**src/rtl/cond_wait_pkg.sv**
```systemverilog
// Shared slot states and the per-slot match/miss verdict for cond_wait_sched.
// Pure definitions, no state; widths up to 64 bits are supported by the verdict helper.
package cond_wait_pkg;

  typedef enum logic [1:0] {
    IDLE    = 2'd0,
    ARMED   = 2'd1,
    PENDING = 2'd2,
    ISSUED  = 2'd3
  } slot_state_e;

  typedef enum logic [1:0] {
    V_HOLD  = 2'd0,
    V_MATCH = 2'd1,
    V_MISS  = 2'd2
  } verdict_e;

  // d is the forward distance from the pre-step sum to the target; one step
  // lands exactly on it (match), jumps over it (miss) or falls short (hold).
  // d==0 holds, so a slot armed at equality only fires after a full wrap.
  function automatic verdict_e match_verdict(input logic [63:0] target,
                                             input logic [63:0] sum_old,
                                             input logic [63:0] step,
                                             input int unsigned w);
    logic [63:0] mask;
    logic [63:0] d;
    logic [63:0] s;
    mask = (w >= 64) ? '1 : ((64'd1 << w) - 64'd1);
    d    = (target - sum_old) & mask;
    s    = step & mask;
    if (d == s)
      return V_MATCH;
    if ((d != 64'd0) && (d < s))
      return V_MISS;
    return V_HOLD;
  endfunction

endpackage

```
**src/rtl/cond_wait_sched_rr_pick.sv**
```systemverilog
// Round-robin first-set selector: first request at or after ptr, wrapping.
// Purely combinational, zero latency; no flow control of its own.
module rr_pick #(
  parameter  int N  = 4,
  localparam int IW = $clog2(N)
) (
  input  logic [N-1:0]  req,
  input  logic [IW-1:0] ptr,
  output logic          found,
  output logic [IW-1:0] idx
);

  logic [IW-1:0] cand;

  // N is a power of two, so ptr+k wraps naturally in IW bits.
  always_comb begin
    found = 1'b0;
    idx   = '0;
    cand  = '0;
    for (int k = 0; k < N; k++) begin
      cand = ptr + IW'(k);
      if (!found && req[cand]) begin
        found = 1'b1;
        idx   = cand;
      end
    end
  end

endmodule

```
**src/rtl/cond_wait_sched.sv**
```systemverilog
// Wakes per-slot waiters when cnt_a+cnt_b steps exactly onto their target; skipped targets set missed.
// Match to wake_valid is two edges; the single wake token holds under wake_ready=0 and reloads with zero bubble.
module cond_wait_sched
  import cond_wait_pkg::*;
#(
  parameter  int          NUM_WAITERS = 4,
  parameter  int          CNT_W       = 32,
  parameter  int unsigned A_INIT      = 8,
  parameter  int unsigned B_INIT      = 4,
  parameter  int unsigned A_STEP      = 1,
  parameter  int unsigned B_STEP      = 2,
  localparam int          IW          = $clog2(NUM_WAITERS)
) (
  input  logic                   clk,
  input  logic                   rst_n,
  input  logic                   run,
  input  logic                   arm_valid,
  input  logic [IW-1:0]          arm_id,
  input  logic [CNT_W-1:0]       arm_target,
  output logic                   arm_ready,
  output logic                   wake_valid,
  output logic [IW-1:0]          wake_id,
  input  logic                   wake_ready,
  output logic [CNT_W-1:0]       cnt_a,
  output logic [CNT_W-1:0]       cnt_b,
  output logic [CNT_W-1:0]       sum,
  output logic [NUM_WAITERS-1:0] waiting,
  output logic [NUM_WAITERS-1:0] missed
);

  localparam logic [CNT_W-1:0] STEP = CNT_W'(A_STEP + B_STEP);

  slot_state_e           st   [NUM_WAITERS];
  logic [CNT_W-1:0]      tgt  [NUM_WAITERS];
  verdict_e              vd   [NUM_WAITERS];
  logic [NUM_WAITERS-1:0] pend;
  logic [IW-1:0]         rr_ptr;
  logic [IW-1:0]         pick_ptr;
  logic [IW-1:0]         pick_idx;
  logic                  pick_found;
  logic                  hs;

  assign sum       = cnt_a + cnt_b;
  assign arm_ready = (st[arm_id] == IDLE);
  assign hs        = wake_valid && wake_ready;

  // On a handshake the scan already starts past the slot being retired,
  // which is what keeps back-to-back tokens in round-robin order.
  assign pick_ptr = hs ? IW'(wake_id + 1'b1) : rr_ptr;

  always_comb begin
    pend    = '0;
    waiting = '0;
    for (int i = 0; i < NUM_WAITERS; i++) begin
      pend[i]    = (st[i] == PENDING);
      waiting[i] = (st[i] == ARMED);
      vd[i]      = match_verdict(64'(tgt[i]), 64'(sum), 64'(STEP), CNT_W);
    end
  end

  rr_pick #(
    .N (NUM_WAITERS)
  ) u_pick (
    .req   (pend),
    .ptr   (pick_ptr),
    .found (pick_found),
    .idx   (pick_idx)
  );

  // Arm, evaluate, retire and issue all touch different slots on any edge:
  // arm needs IDLE, evaluate needs ARMED, retire is ISSUED, issue is PENDING.
  always_ff @(posedge clk) begin
    if (!rst_n) begin
      cnt_a      <= CNT_W'(A_INIT);
      cnt_b      <= CNT_W'(B_INIT);
      missed     <= '0;
      wake_valid <= 1'b0;
      wake_id    <= '0;
      rr_ptr     <= '0;
      for (int i = 0; i < NUM_WAITERS; i++) begin
        st[i]  <= IDLE;
        tgt[i] <= '0;
      end
    end else begin
      if (run) begin
        cnt_a <= cnt_a + CNT_W'(A_STEP);
        cnt_b <= cnt_b + CNT_W'(B_STEP);
        for (int i = 0; i < NUM_WAITERS; i++) begin
          if (st[i] == ARMED) begin
            case (vd[i])
              V_MATCH: st[i] <= PENDING;
              V_MISS: begin
                st[i]     <= IDLE;
                missed[i] <= 1'b1;
              end
              default: ;
            endcase
          end
        end
      end

      if (arm_valid && arm_ready) begin
        st[arm_id]     <= ARMED;
        tgt[arm_id]    <= arm_target;
        missed[arm_id] <= 1'b0;
      end

      if (hs) begin
        st[wake_id] <= IDLE;
        rr_ptr      <= IW'(wake_id + 1'b1);
      end

      if (!wake_valid || hs) begin
        wake_valid <= pick_found;
        if (pick_found) begin
          wake_id       <= pick_idx;
          st[pick_idx]  <= ISSUED;
        end
      end
    end
  end

endmodule

```
**config.mk**
```make
export PLATFORM = sky130hd
export DESIGN_NAME = cond_wait_sched
export DESIGN_NICKNAME = d
export VERILOG_FILES = /design/src/rtl/cond_wait_pkg.sv /design/src/rtl/cond_wait_sched_rr_pick.sv /design/src/rtl/cond_wait_sched.sv
export SDC_FILE = /design/constraint.sdc
export NUM_CORES = 1
export LEC_CHECK = 0
export ABC_AREA = 0
export BUFFER_PORTS_ARGS = -buffer_cell sky130_fd_sc_hd__clkbuf_2
export CAP_MARGIN = 20
export CORE_MARGIN = 2
export CORE_UTILIZATION = 50
export DETAILED_ROUTE_END_ITERATION = 8
export MAX_ROUTING_LAYER = met4
export PLACE_DENSITY = 0.65
export REMOVE_ABC_BUFFERS = 1
export SYNTH_ARGS = -nofsm -noshare
export SYNTH_HDL_FRONTEND = slang
export SYNTH_SLANG_ARGS = --single-unit
```
**constraint.sdc**
```tcl
create_clock -name clk -period 17.5 [get_ports clk]
set_input_delay 1.75 -clock clk [delete_from_list [all_inputs] [get_ports clk]]
set_output_delay 1.75 -clock clk [all_outputs]
set_load 0.005 [all_outputs]
```
==> results.cfg <==
[routing]
routed_wl_mm = 57.17
drtPass1Iterations = 5
drtAntennaViolNets = 0
routedWlPerCell_um = 20.45
drcViolationCount = 0
drtIter0Drc = 1425
vias = 17140
via_per_inst = 6.130

[run_status]
status = finished, final reports clean

[final_layout]
layout-drive-gt1-share = 0.1121
layout_commonest_cell = nand2_1
final_cell_mix = nand2_1, nor2_1, a21oi_1
diodes = 0
finalInstanceArea_um2 = 20380
multi_input_area_um2 = 12190
post-route-util = 0.5606
regArea_um2 = 5445
syn_to_final_growth_pct = 11.08
fillers = 3484
nets = 2477

[pwr]
combPwrFrac = 0.219
power_mw = 1.418
switching_share = 0.3006
p_seq_frac = 0.394
pwr_density_cell_nw_per_um2 = 69.58
power_switching_mw = 0.4262
power_leakage_nw = 8.499
p_int_mw = 0.9915
p_clk_frac = 0.387
ir_drop_v = 0.00007360

[timing]
period_minus_slack_ps = 7889
tightest_slew_ps = 1091
clock_skew_ps = 14.35
drv_slew = 0
relSlewSlack = 0.2540
fin_setup_tns_ps = 0
final_hold_viol_count = 0
setup_viol = 0
fmaxAchievable_ghz = 0.1268
period_share = 0.4508
rsz0062_at_grt = false

[logic_synthesis]
synth-edff-count = 128
synth_seq_cells = 208
ys.flop_type = edfxtp_1
ys.warnings.count = 0
synthArstFlopShare = 0
synth_area_um2 = 18340
synth_top_area_cell = edfxtp_1
synth.area.top_cells = edfxtp_1, dfxtp_1, ha_1
yosysUniqueCellTypes = 98
synth_top_area_frac = 0.2095
avgSynthCellArea_um2 = 8.357
synth-seq-area-share = 0.2968
syn_inst = 2195

[worst_setup_path]
worstReg2RegEnd = st[0][0]
required_ps = 17950
endpoint_kind = register
crit_start = cnt_b[1]
worstPathArrival_ps = 8340
timing.critical_path.to = st[0][0]
reg2reg_from = cnt_b[1]
r2r_cells = 25
critPathKind = register to register
cp_max_fo = 7
critPathLaunchType = register
r2r_setup_slack_ps = 9610

[clock_tree]
cts-root-buf = clkbuf_16
clockBufferDepth = 3
numCtsBuffers = 26
clk_latency_ps = 560
post_cts_resized = 0
path_clk_slew_ps = 60
post_cts_buffers = 0
numClockSinks = 208
cts_hold_buf = 0
cts_tree = built
htree_levels = 1

[global_routing]
grt_pass1_vias = 15840
grt_max_degree = 61
grtUsageTotal = 0.3033
gr-total-overflow = 0
grt_pass1_wl_mm = 89.49
antenna_found_initial = 1

[placed_design]
finalWeightedCongestion = 1.047
dp_hpwl_mm = 45.55
io_buffers = 145
post_dp_cell_area_um2 = 19480

[floorplan]
row_count = 70
die_y_um = 195.5
io_pins = 147
initial_core_util = 0.5047
die_w_um = 195.5
die_area_um2 = 38240
core_area_um2 = 36350

[job]
maxCapViolCount = 0

[hold_path]
hp-class = register to register
hold_start = missed[1]
-- per-layer routing --
metal  part of all wire  track usage  vias up  wire, µm
li1                   -            -     8400         -
met1               0.44       0.3933     8050     25020
met3              0.064      0.04646      116      3670
met2               0.46       0.4836      573     26350
met4              0.037       0.1046        0      2125
met5                  0            -        -         0
-- registers in the layout, summed over array words and instances (netlist names) --
| signal | count |
|---|---|
| cnt_b | 31 |
| missed | 4 |
| wake_id | 2 |
| st | 8 |
| rr_ptr | 2 |
| tgt | 128 |
| wake_valid | 1 |
| cnt_a | 32 |
-- power by group through the flow --
stage	Combinational (mW)	Clock (mW)	Sequential [mW]
after floorplan	0.219	0	0.562
after global placement	0.301	0	0.568
after detailed placement	0.304	0	0.568
after CTS	0.306	0.559	0.558
after global routing	0.343	0.577	0.560
final	0.311	0.548	0.558
-- per-stage QoR --
stage	hold WS, ps	setup slack (ps)	std cells
final	465.7	9611	2796
after floorplan	441.9	11580	2116
after CTS	468.0	9716	2795
after global routing	505.0	8906	2796
after global placement	449.8	10140	2748
after detailed placement	455.9	9717	2748
-- logic make-up (layout without fill, tap and decap cells) --
| kind of cell | after synthesis | count (layout) | synth area share |
|---|---|---|---|
| and+or+nand+nor | 857 | 857 | 0.2408 |
| AOI/OAI and AO/OA | 621 | 621 | 0.2315 |
| DFF | 208 | 208 | 0.2968 |
| buffers and inverters | 183 | 316 | 0.03956 |
| xor gates and xnor gates | 153 | 153 | 0.07680 |
| adders and majority gates | 152 | 152 | 0.1028 |
| muxes | 20 | 20 | 0.01146 |
| other | 1 | 1 | 0.0002044 |
-- worst min-delay path by stage --
| stage | cells after the start | to | slack [ps] |
|---|---|---|---|
| finish | 2 | missed[1] | 470 |
| global route | 2 | missed[1] | 510 |
| CTS | 2 | missed[1] | 470 |
| detailed placement | 2 | missed[1] | 460 |
| global placement | 2 | missed[1] | 450 |
| floorplan | 2 | missed[1] | 440 |
-- cells in the mapped netlist, types with 16 or more instances --
cell and number:
o211ai_1 31, inv_1 98, a31oi_1 30, a21o_1 43, a21oi_1 152, xor2_1 72, or3_1 24, o21a_1 32
a2111oi_0 16, edfxtp_1 128, and2_1 120, ha_1 124, maj3_1 20, nand2b_1 37, a211oi_1 16, nor2b_1 23
clkbuf_1 54, and3_1 67, nand4_1 44, nor3_1 40, nand2_1 183, dfxtp_1 80, nor2_1 179, o221ai_1 18
xnor2_1 76, nand3_1 74, o21ai_0 101
-- worst max-delay path, stage by stage, from the launching register on --
cell and delay (ps):
dfxtp_1 390, ha_1 250, fa_1 440, a211oi_1 350, o211ai_1 240, a21bo_2 290
a2111oi_0 530, o21ai_0 180, a21oi_1 200, xnor2_1 160, inv_1 170, ha_1 400
a21oi_1 330, o2111ai_1 160, nor4_1 380, o21ai_0 280, a2111oi_0 290, and4_1 220
o221ai_1 170, a2111oi_0 440, nand4_1 140, nor4b_1 340, nand4_1 140, nor4_1 850
nand4_1 170, a41o_1 280
-- cell type report --
class                           count  area share
Timing Repair Buffer              165     0.04384
Tap cell                          468     0.02874
Clock buffer                       39     0.03905
Sequential cell                   208      0.2672
Inverter                          104     0.01940
Multi-Input combinational cell   1804      0.5980
Clock inverter                      8    0.003746
(Power assumes the default switching activity.)
